[src/rtl/twiddle_pkg.sv]
// Shared types and elaboration-time helpers for the radix-2 twiddle generator:
// quarter-wave cosine coefficients and the (log2n, stage) legality check.
package twiddle_pkg;

    localparam real TW_PI = 3.14159265358979323846;

    typedef enum logic [1:0] {
        ST_IDLE,
        ST_FEED,
        ST_DRAIN
    } seq_state_t;

    function automatic int q_one(input int width);
        return (1 << (width - 1)) - 1;
    endfunction

    // Entries past the quarter point are never addressed and read as zero.
    function automatic int qwave_coef(input int m, input int max_log2n, input int width);
        real x;
        if (m > (1 << (max_log2n - 2))) begin
            return 0;
        end
        x = real'(q_one(width)) * $cos(2.0 * TW_PI * real'(m) / real'(1 << max_log2n));
        return $rtoi(x + 0.5);
    endfunction

    function automatic logic cfg_legal(input int log2n, input int stage, input int max_log2n);
        return (log2n >= 2) && (log2n <= max_log2n) && (stage < log2n);
    endfunction

endpackage

[src/rtl/twiddle_qwave_rom.sv]
// Registered dual-read quarter-wave cosine table, C[0..Q] with C[0]=one, C[Q]=0.
module twiddle_qwave_rom
    import twiddle_pkg::*;
#(
    parameter int MAX_LOG2N = 6,
    parameter int WIDTH     = 16
) (
    input  logic                      clk,
    input  logic                      en,
    input  logic [MAX_LOG2N-2:0]      addr_a,
    input  logic [MAX_LOG2N-2:0]      addr_b,
    output logic signed [WIDTH-1:0]   data_a,
    output logic signed [WIDTH-1:0]   data_b
);

    localparam int DEPTH = 1 << (MAX_LOG2N - 1);

    logic signed [WIDTH-1:0] coef [DEPTH];

    for (genvar m = 0; m < DEPTH; m++) begin : g_coef
        assign coef[m] = WIDTH'(qwave_coef(m, MAX_LOG2N, WIDTH));
    end

    always_ff @(posedge clk) begin
        if (en) begin
            data_a <= coef[addr_a];
            data_b <= coef[addr_b];
        end
    end

endmodule

[src/rtl/twiddle_gen_radix2.sv]
// Streaming radix-2 DIF twiddle generator: sequencer, quadrant fold and a
// two-stage (ROM read, sign/swap) pipeline behind a valid/ready output.
//
// state    | meaning
// ST_IDLE  | no sequence; start is checked, j=0 is issued on acceptance
// ST_FEED  | issuing j = 1 .. N/2-1 into the pipeline
// ST_DRAIN | all lookups issued, waiting for the tw_last handshake
module twiddle_gen_radix2
    import twiddle_pkg::*;
#(
    parameter int WIDTH     = 16,
    parameter int MAX_LOG2N = 6
) (
    input  logic                               clk,
    input  logic                               rst,
    input  logic                               start,
    input  logic [$clog2(MAX_LOG2N+1)-1:0]     cfg_log2n,
    input  logic [$clog2(MAX_LOG2N)-1:0]       cfg_stage,
    output logic                               cfg_err,
    output logic                               busy,
    output logic                               tw_valid,
    input  logic                               tw_ready,
    output logic signed [WIDTH-1:0]            tw_real,
    output logic signed [WIDTH-1:0]            tw_imag,
    output logic [MAX_LOG2N-2:0]               tw_idx,
    output logic                               tw_last
);

    localparam int LW = $clog2(MAX_LOG2N + 1);
    localparam int AW = MAX_LOG2N - 1;
    localparam logic [AW-1:0] QADDR = AW'(1 << (MAX_LOG2N - 2));

    seq_state_t state, state_nx;

    logic [AW-1:0]           j_cnt, j_nx, issue_j;
    logic [LW-1:0]           log2n_q;
    logic [$clog2(MAX_LOG2N)-1:0] stage_q;
    logic                    en, accept, reject, issue;
    logic [AW-1:0]           jmask, last_j, kmax, addr_a, addr_b;
    logic                    v1, q1, last1;
    logic [AW-1:0]           idx1;
    logic signed [WIDTH-1:0] rom_a, rom_b;

    assign en   = !tw_valid || tw_ready;
    assign busy = (state != ST_IDLE);

    always_ff @(posedge clk) begin
        if (rst) begin
            state <= ST_IDLE;
        end else begin
            state <= state_nx;
        end
    end

    always_comb begin
        state_nx = state;
        accept   = 1'b0;
        reject   = 1'b0;
        issue    = 1'b0;
        issue_j  = '0;
        j_nx     = j_cnt;
        case (state)
            ST_IDLE: begin
                if (start) begin
                    if (cfg_legal(int'(cfg_log2n), int'(cfg_stage), MAX_LOG2N)) begin
                        accept   = 1'b1;
                        issue    = 1'b1;
                        j_nx     = AW'(1);
                        state_nx = ST_FEED;
                    end else begin
                        reject = 1'b1;
                    end
                end
            end
            ST_FEED: begin
                if (en) begin
                    issue   = 1'b1;
                    issue_j = j_cnt;
                    j_nx    = j_cnt + AW'(1);
                    if (j_cnt == last_j) begin
                        state_nx = ST_DRAIN;
                    end
                end
            end
            ST_DRAIN: begin
                if (tw_valid && tw_ready && tw_last) begin
                    state_nx = ST_IDLE;
                end
            end
            default: state_nx = ST_IDLE;
        endcase
    end

    // j=0 always folds to address 0, so the stale config on the start cycle is harmless.
    always_comb begin
        jmask  = ~({AW{1'b1}} << (log2n_q - LW'(stage_q) - LW'(1)));
        last_j = ~({AW{1'b1}} << (log2n_q - LW'(1)));
        kmax   = ((issue_j & jmask) << stage_q) << (LW'(MAX_LOG2N) - log2n_q);
        addr_a = {1'b0, kmax[AW-2:0]};
        addr_b = QADDR - addr_a;
    end

    twiddle_qwave_rom #(
        .MAX_LOG2N (MAX_LOG2N),
        .WIDTH     (WIDTH)
    ) u_rom (
        .clk    (clk),
        .en     (en),
        .addr_a (addr_a),
        .addr_b (addr_b),
        .data_a (rom_a),
        .data_b (rom_b)
    );

    always_ff @(posedge clk) begin
        if (rst) begin
            j_cnt    <= '0;
            log2n_q  <= '0;
            stage_q  <= '0;
            cfg_err  <= 1'b0;
            v1       <= 1'b0;
            q1       <= 1'b0;
            idx1     <= '0;
            last1    <= 1'b0;
            tw_valid <= 1'b0;
            tw_real  <= '0;
            tw_imag  <= '0;
            tw_idx   <= '0;
            tw_last  <= 1'b0;
        end else begin
            cfg_err <= reject;
            j_cnt   <= j_nx;
            if (accept) begin
                log2n_q <= cfg_log2n;
                stage_q <= cfg_stage;
            end
            if (en) begin
                v1       <= issue;
                q1       <= kmax[AW-1];
                idx1     <= issue_j;
                last1    <= issue && (state == ST_FEED) && (issue_j == last_j);
                tw_valid <= v1;
                if (v1) begin
                    // Second quadrant: cos/sin swap roles and both parts go negative.
                    tw_real <= q1 ? -rom_b : rom_a;
                    tw_imag <= q1 ? -rom_a : -rom_b;
                    tw_idx  <= idx1;
                    tw_last <= last1;
                end
            end
        end
    end

endmodule
[config.mk]
export PLATFORM = sky130hd
export DESIGN_NAME = twiddle_gen_radix2
export DESIGN_NICKNAME = d
export VERILOG_FILES = /design/src/rtl/twiddle_pkg.sv /design/src/rtl/twiddle_qwave_rom.sv /design/src/rtl/twiddle_gen_radix2.sv
export SDC_FILE = /design/constraint.sdc
export NUM_CORES = 1
export LEC_CHECK = 0
export CAP_MARGIN = 20
export CORE_MARGIN = 2
export CORE_UTILIZATION = 40
export CTS_CLUSTER_SIZE = 16
export DETAILED_ROUTE_END_ITERATION = 8
export MAX_ROUTING_LAYER = met4
export PLACE_DENSITY = 0.68
export SYNTH_ARGS = -nofsm -noshare
export SYNTH_HDL_FRONTEND = slang
export SYNTH_SLANG_ARGS = --single-unit
[constraint.sdc]
create_clock -name clk -period 13.75 [get_ports clk]
set_input_delay 2.75 -clock clk [delete_from_list [all_inputs] [get_ports clk]]
set_output_delay 2.75 -clock clk [all_outputs]
set_load 0.02 [all_outputs]
==> results_dict.tcl <==
set metrics [dict create \
    synth_seq_cells 91 \
    synth_cell_types 70 \
    synth.avg_cell_area_um2 8.53 \
    grt_pass1_wl_um 23100 \
    rsz0062_at_grt "false" \
    grt.total_usage_pct 19.5 \
    hold_depth 2 \
    yosys_warnings 0 \
    gp_congestion 0.930 \
    ant_nets 0 \
    ys_seq_area_share_pct 36.8 \
    cts-hold-fix-buffers 0 \
    tightest_slew_ps 1060 \
    synthCells 676 \
    cts_setup_buffers 0 \
    whs_endpoint "tw_idx[0]$_SDFFE_PP0P_" \
    num_rows 43 \
    finalSetupTns_ps 0 \
    vdd_drop_max_mv 0.0581 \
    final_util_pct 47.5 \
    cts_tree "yes" \
    antenna_found_initial 0 \
    drv_cap 0 \
    ys.flop_type "dfxtp_1" \
    final_cell_mix "99 x nor2_1, 67 x nand2_1, 61 x dfxtp_1" \
    first_pass_iters 5 \
    reg2reg_to "u_rom.data_b[0]$_SDFFCE_PP0N_" \
    io_buffer_count 50 \
    die_area_um2 15400 \
    cp_slowest_cell "ha_1" \
    reg2reg_depth 13 \
    p_leak_nw 2.28 \
    final_layout_size_suffix_gt1_share_pct 7.86 \
    reg2reg_slack_ps 8480 \
    crit_path_max_incr_delay_ps 830 \
    drc 0 \
    placedCellCount 863 \
    critPathBufInv 3 \
    holdCritStartpoint "tw_idx[0]$_SDFFE_PP0P_" \
    grt_max_degree 68 \
    skew_ps 9.09 \
    grtUsageMet1_pct 25.7 \
    vias 4900 \
    max_slew_margin_pct 29.2 \
    power_uw 689 \
    status "completed" \
    path_max_fanout 29 \
    critPathCaptureType "register" \
    crit_chain "clkdlybuf4s50_1 > nor2b_1 > inv_1 > nand2_1 > or2_1 > nor4_4 > and3_1 > inv_2 > ha_1 > xnor2_1 > nor3_2 > a211oi_2" \
    slew_violations 0 \
    period_minus_slack_ps 7620 \
    r2r-start "log2n_q[0]$_SDFFE_PP0P_" \
    synth_nets 705 \
    wl_per_cell_um 16.3 \
    dieWidth_um 124 \
    dp_slack_ps 5820 \
    drt_iter0_markers 501 \
    overflow 0 \
    die_h_um 124 \
    n_antenna_cell 0 \
    first_global_vias 4551 \
    cts_buffer_depth 2 \
    cts.clk_slew.worst_paths_ps 70 \
    synth-edff-count 30 \
    worstSkewPairLatency_ps 340 \
    cts.sinks 91 \
    synthArstFlopShare_pct 0 \
    start_util_pct 41.2 \
    core_region_area_um2 14000 \
    finalWirelength_um 14300 \
    hpwl_um 10400 \
    synth_area_um2 5760 \
    use_met3_pct 2.29 \
    min_period_over_period_pct 55.4 \
    layout_commonest_cell "nor2_1" \
    cts_resized 0 \
    htreeDepth 3 \
    critPathKind "input pin to register" \
    hold_viol_final 0 \
    via_per_inst 5.57 \
    use_met2_pct 31.5 \
    required_ps 13790 \
    p_per_area_nw_per_um2 104 \
    cts_buffers 9 \
    syn2layout_area_growth_pct 15.2 \
    grt_busiest_layer "met2" \
    ios 51 \
    cp_top_family "simple AND/OR/NAND/NOR gates" \
    critPathArrivalTime_ps 7660 \
    setup_slack_ps 6130 \
    fmax_mhz 131 \
    startpoint_type "input pin" \
    final_net_count 724 \
    cts_root_buffer "clkbuf_16" \
    setup-violations-final 0 \
    min_path_type "register to register" \
    stdcell_count 880 \
]
tightest hold or removal path: stages (launching register included):
cell and delay [ps]:
dfxtp_1 310, nand2_1 50, a21oi_1 50
state kept, by name, indices dropped and copies added (netlist names):
signal and cells:
stage_q 3, state 2, last1 1, v1 1, log2n_q 3, tw_imag 16, q1 1, u_rom.data_b 15
u_rom.data_a 15, tw_valid 1, j_cnt 5, tw_last 1, tw_idx 5, cfg_err 1, idx1 5, tw_real 16
cell families (layout without fill, tap and decap cells):
group                    after synthesis  after routing  share of synthesized area [%]
AND/OR/NAND/NOR                      256            256                           20.5
XOR/XNOR                              34             34                           6.01
adder cells (fa/ha/maj)               19             19                           4.25
buffers and inverters                 68             92                           5.34
flip-flops                            91             91                           36.8
AO/OA/AOI/OAI                        176            176                           21.5
multiplexers                          32             32                           5.58
worst max path at each step:
stage	from	to	slack (ps)	depth (start not counted)
after floorplan	tw_ready	u_rom.data_b[2]$_SDFFCE_PP0N_	7460	15
after global placement	tw_ready	u_rom.data_b[0]$_SDFFCE_PP0N_	5620	13
final	tw_ready	u_rom.data_b[6]$_SDFFCE_PP0N_	6130	12
after global routing	tw_ready	u_rom.data_b[12]$_SDFFCE_PP0N_	5700	12
after CTS	tw_ready	u_rom.data_b[6]$_SDFFCE_PP0N_	6160	12
after detailed placement	tw_ready	u_rom.data_b[6]$_SDFFCE_PP0N_	5820	12
synthesized netlist by cell type, types with 9 or more instances:
| cell type | n | area (um2) |
|---|---|---|
| ha_1 | 18 | 225 |
| mux2i_1 | 31 | 310 |
| inv_1 | 19 | 71.3 |
| o21ai_0 | 32 | 160 |
| nand2_1 | 67 | 251 |
| nand3_1 | 21 | 105 |
| a211oi_1 | 29 | 218 |
| o211ai_1 | 9 | 67.6 |
| nor3_1 | 16 | 80.1 |
| clkbuf_1 | 26 | 97.6 |
| dfxtp_1 | 61 | 1220 |
| nor2_1 | 99 | 372 |
| edfxtp_1 | 30 | 901 |
| xnor2_1 | 22 | 193 |
| a21oi_1 | 43 | 215 |
stage by stage:
step	hold slack [ps]	area (um2)
global route	467	6640
floorplan	432	5760
global placement	442	6290
finish	455	6640
detailed placement	449	6320
CTS	459	6620
power breakdown:
part / internal (mW) / switching (mW)
clock network: 0.137 / 0.109
registers: 0.292 / 0.0143
logic: 0.0576 / 0.0792
total: 0.487 / 0.203
metal layers:
| layer | wire length, um | part of all wire [%] | vias up |
|---|---|---|---|
| met1 | 6850 | 48 | 2279 |
| met2 | 6650 | 46 | 136 |
| met5 | 0 | 0 | - |
| met3 | 505 | 3.5 | 19 |
| li1 | - | - | 2466 |
| met4 | 311 | 2.2 | 0 |
cell type report:
type                            instances  area (um2)
Clock buffer                           10         250
Clock inverter                          6        51.3
Fill cell                            1317        7350
Inverter                               21        78.8
Multi-Input combinational cell        517        3350
Sequential cell                        91        2120
Tap cell                              180         225
Timing Repair Buffer                   55         566
Note: power is estimated with default switching activity, not from simulation.
